<file path="config.mk">
export PLATFORM = sky130hd
export DESIGN_NAME = store_align_buffer
export DESIGN_NICKNAME = d
export VERILOG_FILES = /design/src/rtl/store_pkg.sv /design/src/rtl/store_lane_align.sv /design/src/rtl/store_align_buffer.sv
export SDC_FILE = /design/constraint.sdc
export NUM_CORES = 1
export LEC_CHECK = 0
export BUFFER_PORTS_ARGS = -buffer_cell sky130_fd_sc_hd__buf_2
export CAP_MARGIN = 40
export CORE_MARGIN = 4
export CORE_UTILIZATION = 42
export CTS_CLUSTER_DIAMETER = 40
export DETAILED_ROUTE_END_ITERATION = 8
export SLEW_MARGIN = 10
export SYNTH_ARGS = -nofsm -noshare
export SYNTH_HDL_FRONTEND = slang
export SYNTH_SLANG_ARGS = --single-unit
export TNS_END_PERCENT = 5
</file>
<file path="constraint.sdc">
create_clock -name clk -period 3.8 [get_ports clk]
set_input_delay 0.38 -clock clk [delete_from_list [all_inputs] [get_ports clk]]
set_output_delay 0.38 -clock clk [all_outputs]
set_load 0.01 [all_outputs]
</file>
<file path="src/rtl/store_pkg.sv">
// Shared definitions for the store-path write buffer.
//   OP_*          : MIPS store opcodes (IR[31:26])
//   store_entry_t : queued store layout for the default 32-bit configuration.
//                   The buffer declares a width-parameterised twin of it.
package store_pkg;

  localparam logic [5:0] OP_SB  = 6'b101000;
  localparam logic [5:0] OP_SH  = 6'b101001;
  localparam logic [5:0] OP_SWL = 6'b101010;
  localparam logic [5:0] OP_SW  = 6'b101011;
  localparam logic [5:0] OP_SWR = 6'b101110;

  typedef struct packed {
    logic [31:0] addr;
    logic [31:0] data;
    logic [3:0]  be;
  } store_entry_t;

endpackage

</file>
<file path="src/rtl/store_lane_align.sv">
// Combinational lane aligner for MIPS stores (big-endian byte lanes).
//   op         : IR[31:26]
//   offset     : low log2(DATA_W/8) bits of the byte address
//   rt         : Rt register value
//   data       : lane-aligned write data
//   be         : byte enables, be[j] covers data[8j+7:8j]
//   is_store   : op is one of SB/SH/SW/SWL/SWR
//   misaligned : SH on an odd address or SW off a word boundary
module store_lane_align
  import store_pkg::*;
#(
  parameter int DATA_W = 32
) (
  input  logic [5:0]                   op,
  input  logic [$clog2(DATA_W/8)-1:0]  offset,
  input  logic [31:0]                  rt,
  output logic [DATA_W-1:0]            data,
  output logic [DATA_W/8-1:0]          be,
  output logic                         is_store,
  output logic                         misaligned
);

  localparam int WORDS = DATA_W / 32;

  logic [1:0]  w;
  logic        slot;
  logic [31:0] wdata;
  logic [3:0]  wmask;     // bit 3 = byte 0 of the word (big-endian)
  logic        replicate;
  logic [WORDS-1:0][31:0] lane_data;
  logic [WORDS-1:0][3:0]  lane_be;

  assign w = offset[1:0];

  // Word slot inside a 64-bit beat; word 0 lives in the upper half.
  generate
    if (DATA_W == 64) begin : g_slot
      assign slot = offset[$clog2(DATA_W/8)-1];
    end else begin : g_noslot
      assign slot = 1'b0;
    end
  endgenerate

  always_comb begin
    wdata      = '0;
    wmask      = '0;
    replicate  = 1'b1;
    is_store   = 1'b1;
    misaligned = 1'b0;
    case (op)
      OP_SB:  begin wdata = {4{rt[7:0]}};  wmask = 4'b1000 >> w; end
      OP_SH:  begin
        wdata = {2{rt[15:0]}}; wmask = 4'b1100 >> {w[1], 1'b0};
        misaligned = w[0];
      end
      OP_SW:  begin wdata = rt; wmask = 4'hF; misaligned = (w != 2'd0); end
      // Partial words: unused lanes carry zero rather than replicas.
      OP_SWL: begin wdata = rt >> {w, 3'b000};  wmask = 4'hF >> w;  replicate = 1'b0; end
      OP_SWR: begin wdata = rt << {~w, 3'b000}; wmask = 4'hF << ~w; replicate = 1'b0; end
      default: is_store = 1'b0;
    endcase
  end

  always_comb begin
    lane_data = '0;
    lane_be   = '0;
    for (int i = 0; i < WORDS; i++) begin
      if (i == WORDS - 1 - int'(slot)) begin
        lane_data[i] = wdata;
        lane_be[i]   = wmask;
      end else if (replicate) begin
        lane_data[i] = wdata;
      end
    end
  end

  assign data = lane_data;
  assign be   = lane_be;

endmodule

</file>
<file path="src/rtl/store_align_buffer.sv">
// Store-path write buffer: aligns MIPS stores and queues them for memory.
//   clk, rst          : clock, synchronous active-high reset
//   flush             : drop every queued store
//   in_valid/in_ready : store request handshake (in_ready = !full)
//   in_op/addr/data   : IR[31:26], byte address, Rt value
//   out_valid/ready   : head-of-queue handshake toward memory
//   out_addr/data/be  : beat-aligned address, lane data, byte enables
//   misalign_err      : one-cycle pulse after a rejected store
//   err_addr          : address of the last rejected store
//   count             : entries held
module store_align_buffer
  import store_pkg::*;
#(
  parameter int DATA_W = 32,
  parameter int ADDR_W = 32,
  parameter int DEPTH  = 4
) (
  input  logic                      clk,
  input  logic                      rst,
  input  logic                      flush,
  input  logic                      in_valid,
  output logic                      in_ready,
  input  logic [5:0]                in_op,
  input  logic [ADDR_W-1:0]         in_addr,
  input  logic [31:0]               in_data,
  output logic                      out_valid,
  input  logic                      out_ready,
  output logic [ADDR_W-1:0]         out_addr,
  output logic [DATA_W-1:0]         out_data,
  output logic [DATA_W/8-1:0]       out_be,
  output logic                      misalign_err,
  output logic [ADDR_W-1:0]         err_addr,
  output logic [$clog2(DEPTH):0]    count
);

  localparam int BYTES = DATA_W / 8;
  localparam int OFF_W = $clog2(BYTES);
  localparam int PTR_W = $clog2(DEPTH);
  localparam int CNT_W = PTR_W + 1;

  typedef struct packed {
    logic [ADDR_W-1:0] addr;
    logic [DATA_W-1:0] data;
    logic [BYTES-1:0]  be;
  } entry_t;

  entry_t             mem [DEPTH];
  entry_t             head;
  logic [PTR_W-1:0]   wr_ptr, rd_ptr;
  logic [DATA_W-1:0]  al_data;
  logic [BYTES-1:0]   al_be;
  logic               al_store, al_mis;
  logic               accept, push, pop, bad_store;

  store_lane_align #(.DATA_W(DATA_W)) u_align (
    .op         (in_op),
    .offset     (in_addr[OFF_W-1:0]),
    .rt         (in_data),
    .data       (al_data),
    .be         (al_be),
    .is_store   (al_store),
    .misaligned (al_mis)
  );

  assign in_ready  = (count != CNT_W'(DEPTH));
  assign out_valid = (count != '0);
  assign accept    = in_valid & in_ready;
  assign bad_store = accept & al_store & al_mis;
  // Flush wins over a same-cycle push.
  assign push      = accept & al_store & ~al_mis & ~flush;
  assign pop       = out_valid & out_ready;

  always_ff @(posedge clk) begin
    if (rst) begin
      wr_ptr       <= '0;
      rd_ptr       <= '0;
      count        <= '0;
      misalign_err <= 1'b0;
      err_addr     <= '0;
    end else begin
      misalign_err <= bad_store;
      if (bad_store) err_addr <= in_addr;
      if (flush) begin
        wr_ptr <= '0;
        rd_ptr <= '0;
        count  <= '0;
      end else begin
        if (push) wr_ptr <= wr_ptr + PTR_W'(1);
        if (pop)  rd_ptr <= rd_ptr + PTR_W'(1);
        count <= count + CNT_W'(push) - CNT_W'(pop);
      end
    end
  end

  // Storage needs no reset: outputs are masked while the queue is empty.
  always_ff @(posedge clk) begin
    if (push)
      mem[wr_ptr] <= '{addr: {in_addr[ADDR_W-1:OFF_W], {OFF_W{1'b0}}},
                       data: al_data, be: al_be};
  end

  assign head     = mem[rd_ptr];
  assign out_addr = out_valid ? head.addr : '0;
  assign out_data = out_valid ? head.data : '0;
  assign out_be   = out_valid ? head.be   : '0;

endmodule

</file>
## Word level (Yosys, flattened, before mapping)

Memories as Yosys holds them, arrays and structs flattened. A register that Yosys moved wholly into a read port is not among the register bits.
Index checks and enable logic that the tools add are counted.

- Register bits: 40
- Bits in writable memories: 264
- Input port bits: 75
- Word-level logic and storage cells: 46
- Memories kept: 1

- $add $sub $neg: 4
- Eq/ne operators: 6
- Shifts and indexed selects: 6
- Mux-type cells: 11
- Bitwise operators: 9
- Reduce and logical (&&, ||, !) cells: 4

Memory list:

| memory | words | width | rd ports | clocked after memory_dff | write ports | RTL line | text |
|---|---|---|---|---|---|---|---|
| mem | 4 | 66 | 1 | 1 | 1 | store_align_buffer.sv:47 | `entry_t mem [DEPTH];` |

Operators by type and width:

| operator | count |
|---|---|
| 32-bit case mux with 5 select lines | 1 |
| 32-bit 2-to-1 mux | 2 |
| 32-bit by 5-bit << shifter with 32-bit output | 1 |
| 32-bit by 5-bit >> shifter with 32-bit output | 1 |
| 6-bit == test (second input constant) | 5 |
| 4-bit case mux with 5 select lines | 1 |
| 4-bit by 2-bit >> shifter with 4-bit output (first input constant) | 3 |
| 1-bit AND | 6 |
| 5-bit OR reduction | 1 |
| 2-bit by 1-bit adder with 2-bit output (second input constant) | 2 |
| 2-bit 2-to-1 mux | 2 |
| 4-bit 2-to-1 mux | 1 |
| 4-bit by 2-bit << shifter with 4-bit output (first input constant) | 1 |
| 3-bit by 1-bit adder with 3-bit output | 1 |
| 1-bit 2-to-1 mux | 3 |
| 3-bit != test (second input constant) | 1 |
| 3-bit nonzero test | 1 |
| 3-bit by 1-bit subtractor with 3-bit output | 1 |
| 1-bit inverter | 2 |
| 2-bit inverter | 1 |
| 1-bit case mux with 2 select lines | 1 |
| 2-bit nonzero test | 1 |
| 2-bit OR reduction | 1 |

## Logic depth before layout (Yosys ltp)

Gate-level depths: netlist of run 1.

- Depth after elaboration: 8
- Gate-level depth with buffers: 11
- Depth with buffers taken out: 11

## By module

Synthesis of run 1 repeated with hierarchy kept, for this count alone.

- Cell total of the unflattened synthesis: 819
- Area, all modules: 13365.3 µm²

By module, submodules not included:

| module | instances | cells each | area each (µm²) | sequential area each (µm²) |
|---|---|---|---|---|
| store_align_buffer | 1 | 613 | 11921.4 | 8768.4 |
| store_lane_align | 1 | 206 | 1443.9 | 0.0 |

## Worst setup path before layout of run 1

OpenSTA, ideal clock, no wires.

- Path kind: register to register
- Start point: reg count[1]
- End point: mem mem[0][0] (netlist name) (enable)
- Library setup time: 0.431 ns
- Arrival time: 2.696 ns
- Required time: 3.369 ns
- Path slack: 0.673 ns
- Cell stages (with the launch flop): 5
- Buffers on the path: 0
- Cell sequence: dfxtp_1 or3b_2 o2111ai_1 nor3_1 and2_1

- Cells in the longest elaborated chain, start to end: 7

RTL lines:

| element | RTL line | text |
|---|---|---|
| from (decl) | store_align_buffer.sv:33 | `output logic [$clog2(DEPTH):0] count` |
| from (signal assigned) | store_align_buffer.sv:90 | `count <= count + CNT_W'(push) - CNT_W'(pop);` |
| 3-bit != test | store_align_buffer.sv:65 | `assign in_ready = (count != CNT_W'(DEPTH));` |
| via in_ready | store_align_buffer.sv:22 | `output logic in_ready,` |
| 1-bit AND | store_align_buffer.sv:67 | `assign accept = in_valid & in_ready;` |
| 1-bit AND (3 in series) | store_align_buffer.sv:70 | `assign push = accept & al_store & ~al_mis & ~flush;` |
| 1-bit 2-to-1 mux | store_align_buffer.sv:97 | `if (push)` |
| 1-bit 2-to-1 mux (implied by the code) | store_align_buffer.sv:98 | `mem[wr_ptr] <= '{addr: {in_addr[ADDR_W-1:OFF_W], {OFF_W{1'b0}}},` |
| to (decl) | store_align_buffer.sv:47 |  |

The timed path passes the listed nets, and every way through them passes these cells.

==> results of run 1 <==
==> worst max-delay path by stage <==
stage | endpoint | startpoint
after floorplan | mem[0][0]$_DFFE_PP_ | count[1]$_SDFF_PP0_
after global placement | count[2]$_SDFF_PP0_ | in_op[1]
after detailed placement | count[2]$_SDFF_PP0_ | in_op[1]
after CTS | out_addr[25] | flip-flop
after global routing | out_addr[30] | flip-flop
final | out_addr[25] | flip-flop
==> area by class of cell <==
type	count	area [um^2]
antenna	2	5.00
clock buffer	47	1100
clock inverter	33	420
fill	2676	15300
inverter	10	37.5
multi-input combinational	444	4310
sequential	306	8780
tap	402	503
timing repair buffer	198	1130
==> power breakdown <==
part	total, uW	switching [uW]	internal (uW)
logic	311	187	124
clock network	4110	1550	2560
registers	3640	3.55	3640
==> logic make-up after synthesis <==
group / after synthesis / share of synthesized area (%)
buffers and inverters: 62 / 2.54
multiplexers: 141 / 16.9
AND/OR/NAND/NOR: 203 / 9.28
other: 1 / 0.0280
flip-flops: 306 / 65.4
adder cells (fa/ha/maj): 7 / 0.709
AO/OA/AOI/OAI: 87 / 4.90
XOR/XNOR: 4 / 0.261
==> cell usage in the layout (no fill, tap or decap), types with 5 or more instances in the layout <==
cell type	instances
edfxtp_1	264
a21oi_1	10
a22oi_1	14
clkbuf_16	43
mux2_2	8
buf_2	178
nand2_1	21
o2bb2ai_1	12
dfxtp_1	40
nor3_1	6
nor2_1	9
a221o_1	7
inv_1	10
clkinv_2	7
nand2b_1	66
buf_4	14
o221ai_1	7
clkinv_1	5
mux2i_1	66
clkinv_4	5
mux4_2	67
ha_1	6
a22o_1	8
o21ai_0	15
and2_1	70
bufinv_16	6
==> state kept, by name, summed over array words and instances (netlist names), named ones only <==
signal / cells
misalign_err: 1
wr_ptr: 2
rd_ptr: 2
err_addr: 32
mem: 264
count: 3
==> through the flow <==
stage / worst slack, ps / power, uW / cell area (um^2)
floorplan: 673 / 3880 / 13400
global route: 781 / 8330 / 16300
CTS: 868 / 8150 / 16300
finish: 962 / 8070 / 16300
global placement: 828 / 4020 / 14700
detailed placement: 722 / 4020 / 14800
==> routing by layer <==
layer  part of all wire, %  wire length (um)  up-vias  GRT usage (%)
li1                      -                 -     3565              -
met5                  0.11                35        -              0
met4                   2.6               807        6           5.35
met1                    43             13700     3998           24.1
met2                    48             15200      234           29.1
met3                   6.0              1900       64           3.93
==> summary.md, run 1 <==
| Metric | Value |
|---|---|
| Outcome | `finished clean` |
| Avg Vias per Cell | `roughly 5.5` |
| Cell taking the most area after synthesis | `edfxtp_1` |
| Longest Clk Path Bufs | `3` |
| Ys Warns | `0` |
| Largest cells by area after synthesis | `edfxtp_1, mux4_2, dfxtp_1` |
| Sequential element share of the synthesized area | `65.4%` |
| Crit path buf inv count | `2` |
| Final hold violation count | `0` |
| Synthesized instance count | `between 800 and 900` |
| Critical Path RT | `between 3000 and 4000 ps` |
| Worst R2R End | `count[2]$_SDFF_PP0_` |
| H-tree levels | `2` |
| Most frequent cell after synthesis | `edfxtp_1` |
| Largest net degree at the start of global routing | `slightly below 70` |
| Non-filler cells, final | `roughly 1400` |
| Hold path cells | `1` |
| Max-cap violations | `0` |
| Post-CTS sizing | `0` |
| Die Ht | `187 um` |
| Max Transition Viols Final | `0` |
| First drt pass iteration count | `5` |
| Initial cell density of the core | `between 40 and 50%` |
| Hold path start | `in_addr[20]` |
| DR vias | `~7900` |
| VDD IR-drop max | `a little over 0.0003 V` |
| PwrDens | `slightly below 500 nW/um^2` |
| Hold WS | `between 50 and 60 ps` |
| Clock Latency Late Sink | `~550 ps` |
| Asr flop ratio synth | `0%` |
| Relative slew slack | `approximately 42%` |
| Shortest period the worst path allows | `approximately 2800 ps` |
| Layout Nets | `roughly 1100` |
| CP peak stage delay | `between 600 and 700 ps` |
| Post-CTS Setup Repair Bufs | `0` |
| Final RePlAce weighted congestion | `0.818` |
| Clk sinks | `roughly 300` |
| Post-synth top cells | `edfxtp_1, and2_1, mux4_2, mux2i_1, nand2b_1` |
| Synthesized area | `approximately 13000 um^2` |
| Setup-failing EPs final | `0` |
| Worst setup SP type | `flip-flop` |
| Max Clock Freq | `~0.35 GHz` |
| Clock-pin slew on the worst setup and hold paths | `50 ps` |
| Grt total ovfl | `0` |
| Initial antenna violation count | `4` |
| Dpl hpwl | `20500 um` |
| LEAKAGE | `just under 0.006 uW` |
| Reg2reg setup slack | `around 1000 ps` |
| Global-route wire length before repair | `just under 50000 um` |
| Port Buffers | `178` |
| Initial drt markers | `between 500 and 600` |
| WP data arrival | `about 2500 ps` |
| Gr usage total | `between 10% and 20%` |
| Critical setup path kind | `reg -> out` |
| Layout area overhead | `21.5%` |
| Die W | `between 150 and 200 um` |
| Core footprint | `approximately 32000 um^2` |
| Clock root cell | `clkbuf_16` |
| Site row count | `65` |
| Slowest cell on crit path | `dfxtp_4` |
| Layout cell share with drive strength beyond 1 | `34.6%` |
| RSZ-0062 raised after global routing | `no` |
| DRT Wirelength | `approximately 32000 um` |
| I/O pin count | `around 180` |
| Placed cells | `~1400` |
| Number of synthesized flops with an enable pin | `264` |
| Hold Buf Count CTS | `0` |
| Routed len/inst | `around 22 um` |
| Number of global-route vias before repair | `around 8200` |
| Crit path capture type | `primary output` |
| Worst path top cell family by delay | `flip-flops` |
| CTS tree | `done` |
| Hold Path End | `mem[1][54]$_DFFE_PP_` |
| WP depth | `4` |
| Reg2reg path depth | `11` |
| Hold crit path type | `in -> reg` |
| CP cell instances | `buf_4 -> mux4_2 -> and2_1 -> buf_2` |
| Final ANT Viol Nets | `0` |
| Worst reg2reg path startpoint | `count[1]$_SDFF_PP0_` |
| Setup TNS | `0 ps` |
| Post-synthesis register bit count | `between 300 and 400` |
| Synth top area share | `between 50% and 60%` |
| Avg Cell Area, Syn | `about 17 um^2` |
| Synth unique cells | `slightly below 60` |
| Total CTS buffers | `43` |
| DIE AREA | `approximately 35000 um^2` |
| Final period util | `74.7%` |
| Post-route DRC | `0` |
| Main synth FF type | `edfxtp_1` |
| Final core utilization | `51.6%` |
| CP max FO | `23` |
| Clk_skew | `~25 ps` |
| Slew at the pin closest to its max-slew limit | `860 ps` |
No activity file was read; power rests on OpenSTA's default activity.
==> inputs of run 2 (changes only) <==
==> constraint.sdc (replaced) <==
create_clock -name clk -period 2.55 [get_ports clk]
set_input_delay 0.255 -clock clk [delete_from_list [all_inputs] [get_ports clk]]
set_output_delay 0.255 -clock clk [all_outputs]
set_load 0.01 [all_outputs]
==> run 2 against run 1 <==
Compared with the run above:
- core utilization up 2.0 points
- global-route usage up 0.26 points
- non-clock buffer count up 56
- clock skew down 6.5 ps
- largest cell class unchanged
==> summary.md, run 2 (synthesis results as in run 1) <==
| Metric | Value |
|---|---|
| Outcome | `finished clean` |
| Initial antenna violation count | `4 (unchanged)` |
| Longest Clk Path Bufs | `3 (unchanged)` |
| WP depth | `4 (unchanged)` |
| Clk_skew | `18.1 ps (-6.51 ps)` |
| Clk sinks | `306 (unchanged)` |
| Area occupied by multi-input gates | `4340 um^2 (+0.61%)` |
| Commonest non-fill, non-tap cells in the layout | `edfxtp_1, buf_2, and2_1, mux4_2` |
| CP max FO | `68 (+200%)` |
| Relative slew slack | `52.6% (+10 points)` |
| Gr usage total | `18.0% (+0.26 points)` |
| Dpl hpwl | `20800 um (+1.5%)` |
| RSZ-0062 raised after global routing | `no` |
| PwrDens | `720 nW/um^2 (+45%)` |
| Layout Nets | `1142 (+5.3%)` |
| Reg2reg setup slack | `230 ps (-810 ps)` |
| CTS tree | `done` |
| Setup TNS | `0 ps (unchanged)` |
| Largest net degree at the start of global routing | `69 (unchanged)` |
| Core footprint | `31600 um^2 (unchanged)` |
| Initial cell density of the core | `42.5% (unchanged)` |
| Final period util | `94.7%` |
| Placed instance area | `15000 um^2 (+1.6%)` |
| Crit path buf inv count | `2 (unchanged)` |
| Grt total ovfl | `0 (unchanged)` |
| Hold WS | `79.7 ps (+19.8 ps)` |
| Biggest register | `mem` |
| Post-layout instance area | `16900 um^2 (+3.8%)` |
| WP data arrival | `2160 ps (-300 ps)` |
| Initial drt markers | `488 (-8.6%)` |
| DIE AREA | `34800 um^2 (unchanged)` |
| Clock Latency Late Sink | `530 ps (-20 ps)` |
| Critical setup path kind | `reg -> out` |
| VDD IR-drop max | `0.000588 V (+90%)` |
| Die Ht | `187 um (unchanged)` |
| DRT Wirelength | `31800 um (+0.58%)` |
| First drt pass iteration count | `4 (-1)` |
| FF+latch area | `8780 um^2 (about the same)` |
| Worst setup SP type | `flip-flop` |
| Avg Vias per Cell | `5.38 (-1.4%)` |
| Reg2reg path depth | `11 (unchanged)` |
| Final hold violation count | `0 (unchanged)` |
| Post-route DRC | `0 (unchanged)` |
| CP cell instances | `or3_2 -> buf_4 -> and2_1 -> buf_2` |
| Slowest cell on crit path | `or3_2` |
| Largest register FFs | `264 (unchanged)` |
| Max Transition Viols Final | `0 (unchanged)` |
| Place WS | `30.9 ps (-691 ps)` |
| Setup-failing EPs final | `0 (unchanged)` |
| Total CTS buffers | `44 (+2.3%)` |
| Max Clock Freq | `0.414 GHz` |
| Slew at the pin closest to its max-slew limit | `712 ps (-149 ps)` |
| Routed len/inst | `21.2 um (-3.3%)` |
| Hold path cells | `3 (+2)` |
| Fillers | `2620 (-2.1%)` |
| Final worst slack | `135 ps (-827 ps)` |
| Max-cap violations | `0 (unchanged)` |
| Port Buffers | `178 (unchanged)` |
| Clock root cell | `clkbuf_16` |
| H-tree levels | `2 (unchanged)` |
| Worst path top cell family by delay | `simple AND/OR/NAND/NOR gates` |
| Number of global-route vias before repair | `8320 (+2.1%)` |
| Commonest non-fill, non-tap cell in the layout | `edfxtp_1` |
| Final RePlAce weighted congestion | `0.812 (-0.77%)` |
| Global-route wire length before repair | `49400 um (+1.9%)` |
| Biggest regs | `mem (264), err_addr (32), count (3)` |
| Crit path capture type | `primary output` |
| DR vias | `8072 (+2.6%)` |
| Die W | `187 um (unchanged)` |
| Hold crit path type | `in -> reg` |
| Site row count | `65 (unchanged)` |
| Layout cell share with drive strength beyond 1 | `36.0% (+1.5 points)` |
| LEAKAGE | `0.00615 uW (+5.2%)` |
| Clock-pin slew on the worst setup and hold paths | `50 ps (about the same)` |
| Final Power | `12200 uW (+51%)` |
| Final ANT Viol Nets | `0 (unchanged)` |
| I/O pin count | `181 (unchanged)` |
| Shortest period the worst path allows | `between 2000 and 2500 ps` |
| Layout area overhead | `26.1%` |
| Critical Path RT | `2300 ps (-1120 ps)` |
| CP peak stage delay | `480 ps (-200 ps)` |
## run 2: power breakdown
| group | leakage [uW] | switching, uW | internal, uW | total (uW) |
|---|---|---|---|---|
| clock | 0.000760 | 2290 | 3940 | 6230 |
| sequential | 0.00275 | 4.41 | 5420 | 5430 |
| combinational | 0.00264 | 284 | 225 | 509 |
| total | 0.00615 | 2580 | 9580 | 12200 |
## run 2: what timing repair did
item / 4_1_cts / 5_1_grt
endpoints found under the hold margin: 129 / 0
buffers inserted: 3 / 0
pin swaps: 0 / 4
resized for setup: 0 / 7
hold buffers: 31 / 0
gates cloned: 0 / 0
endpoints found under the setup margin: 11 / 1
## run 2: layout make-up
class / instances / share of cell area [%]
Antenna cell: 2 / 0.0296
Multi-Input combinational cell: 444 / 25.6
Sequential cell: 306 / 51.9
Clock buffer: 50 / 6.83
Tap cell: 402 / 2.97
Timing Repair Buffer: 254 / 10.1
Inverter: 10 / 0.222
Clock inverter: 32 / 2.30
## run 2: path summary, 6_finish.rpt
| path | to | from |
|---|---|---|
| max | out_be[3] | count[2]$_SDFF_PP0_ |
| min | misalign_err$_SDFF_PP0_ | in_valid |
| max reg2reg | count[2]$_SDFF_PP0_ | count[2]$_SDFF_PP0_ |
| min reg2reg | err_addr[30]$_SDFFE_PP0P_ | err_addr[30]$_SDFFE_PP0P_ |
## run 2: metrics by stage
| stage | std cells | utilization [%] |
|---|---|---|
| after floorplan | 812 | - |
| after global placement | 1381 | 47.5 |
| after detailed placement | 1382 | 47.5 |
| after CTS | 1498 | 53.5 |
| after global routing | 1500 | 53.6 |
| final | 1500 | 53.6 |
## run 2: layer usage
layer	GRT usage [%]	part of all wire (%)	routed length, um	up-vias
met5	0	0.044	14	-
met4	4.95	1.8	578	4
met3	3.18	5.2	1640	49
met2	29.0	48	15400	230
met1	25.7	45	14200	4098
li1	-	-	-	3691
## run 2: tightest hold or removal path: stages
cell     delay (ps)
buf_2           130
nand2_1         120
nor4_1           60
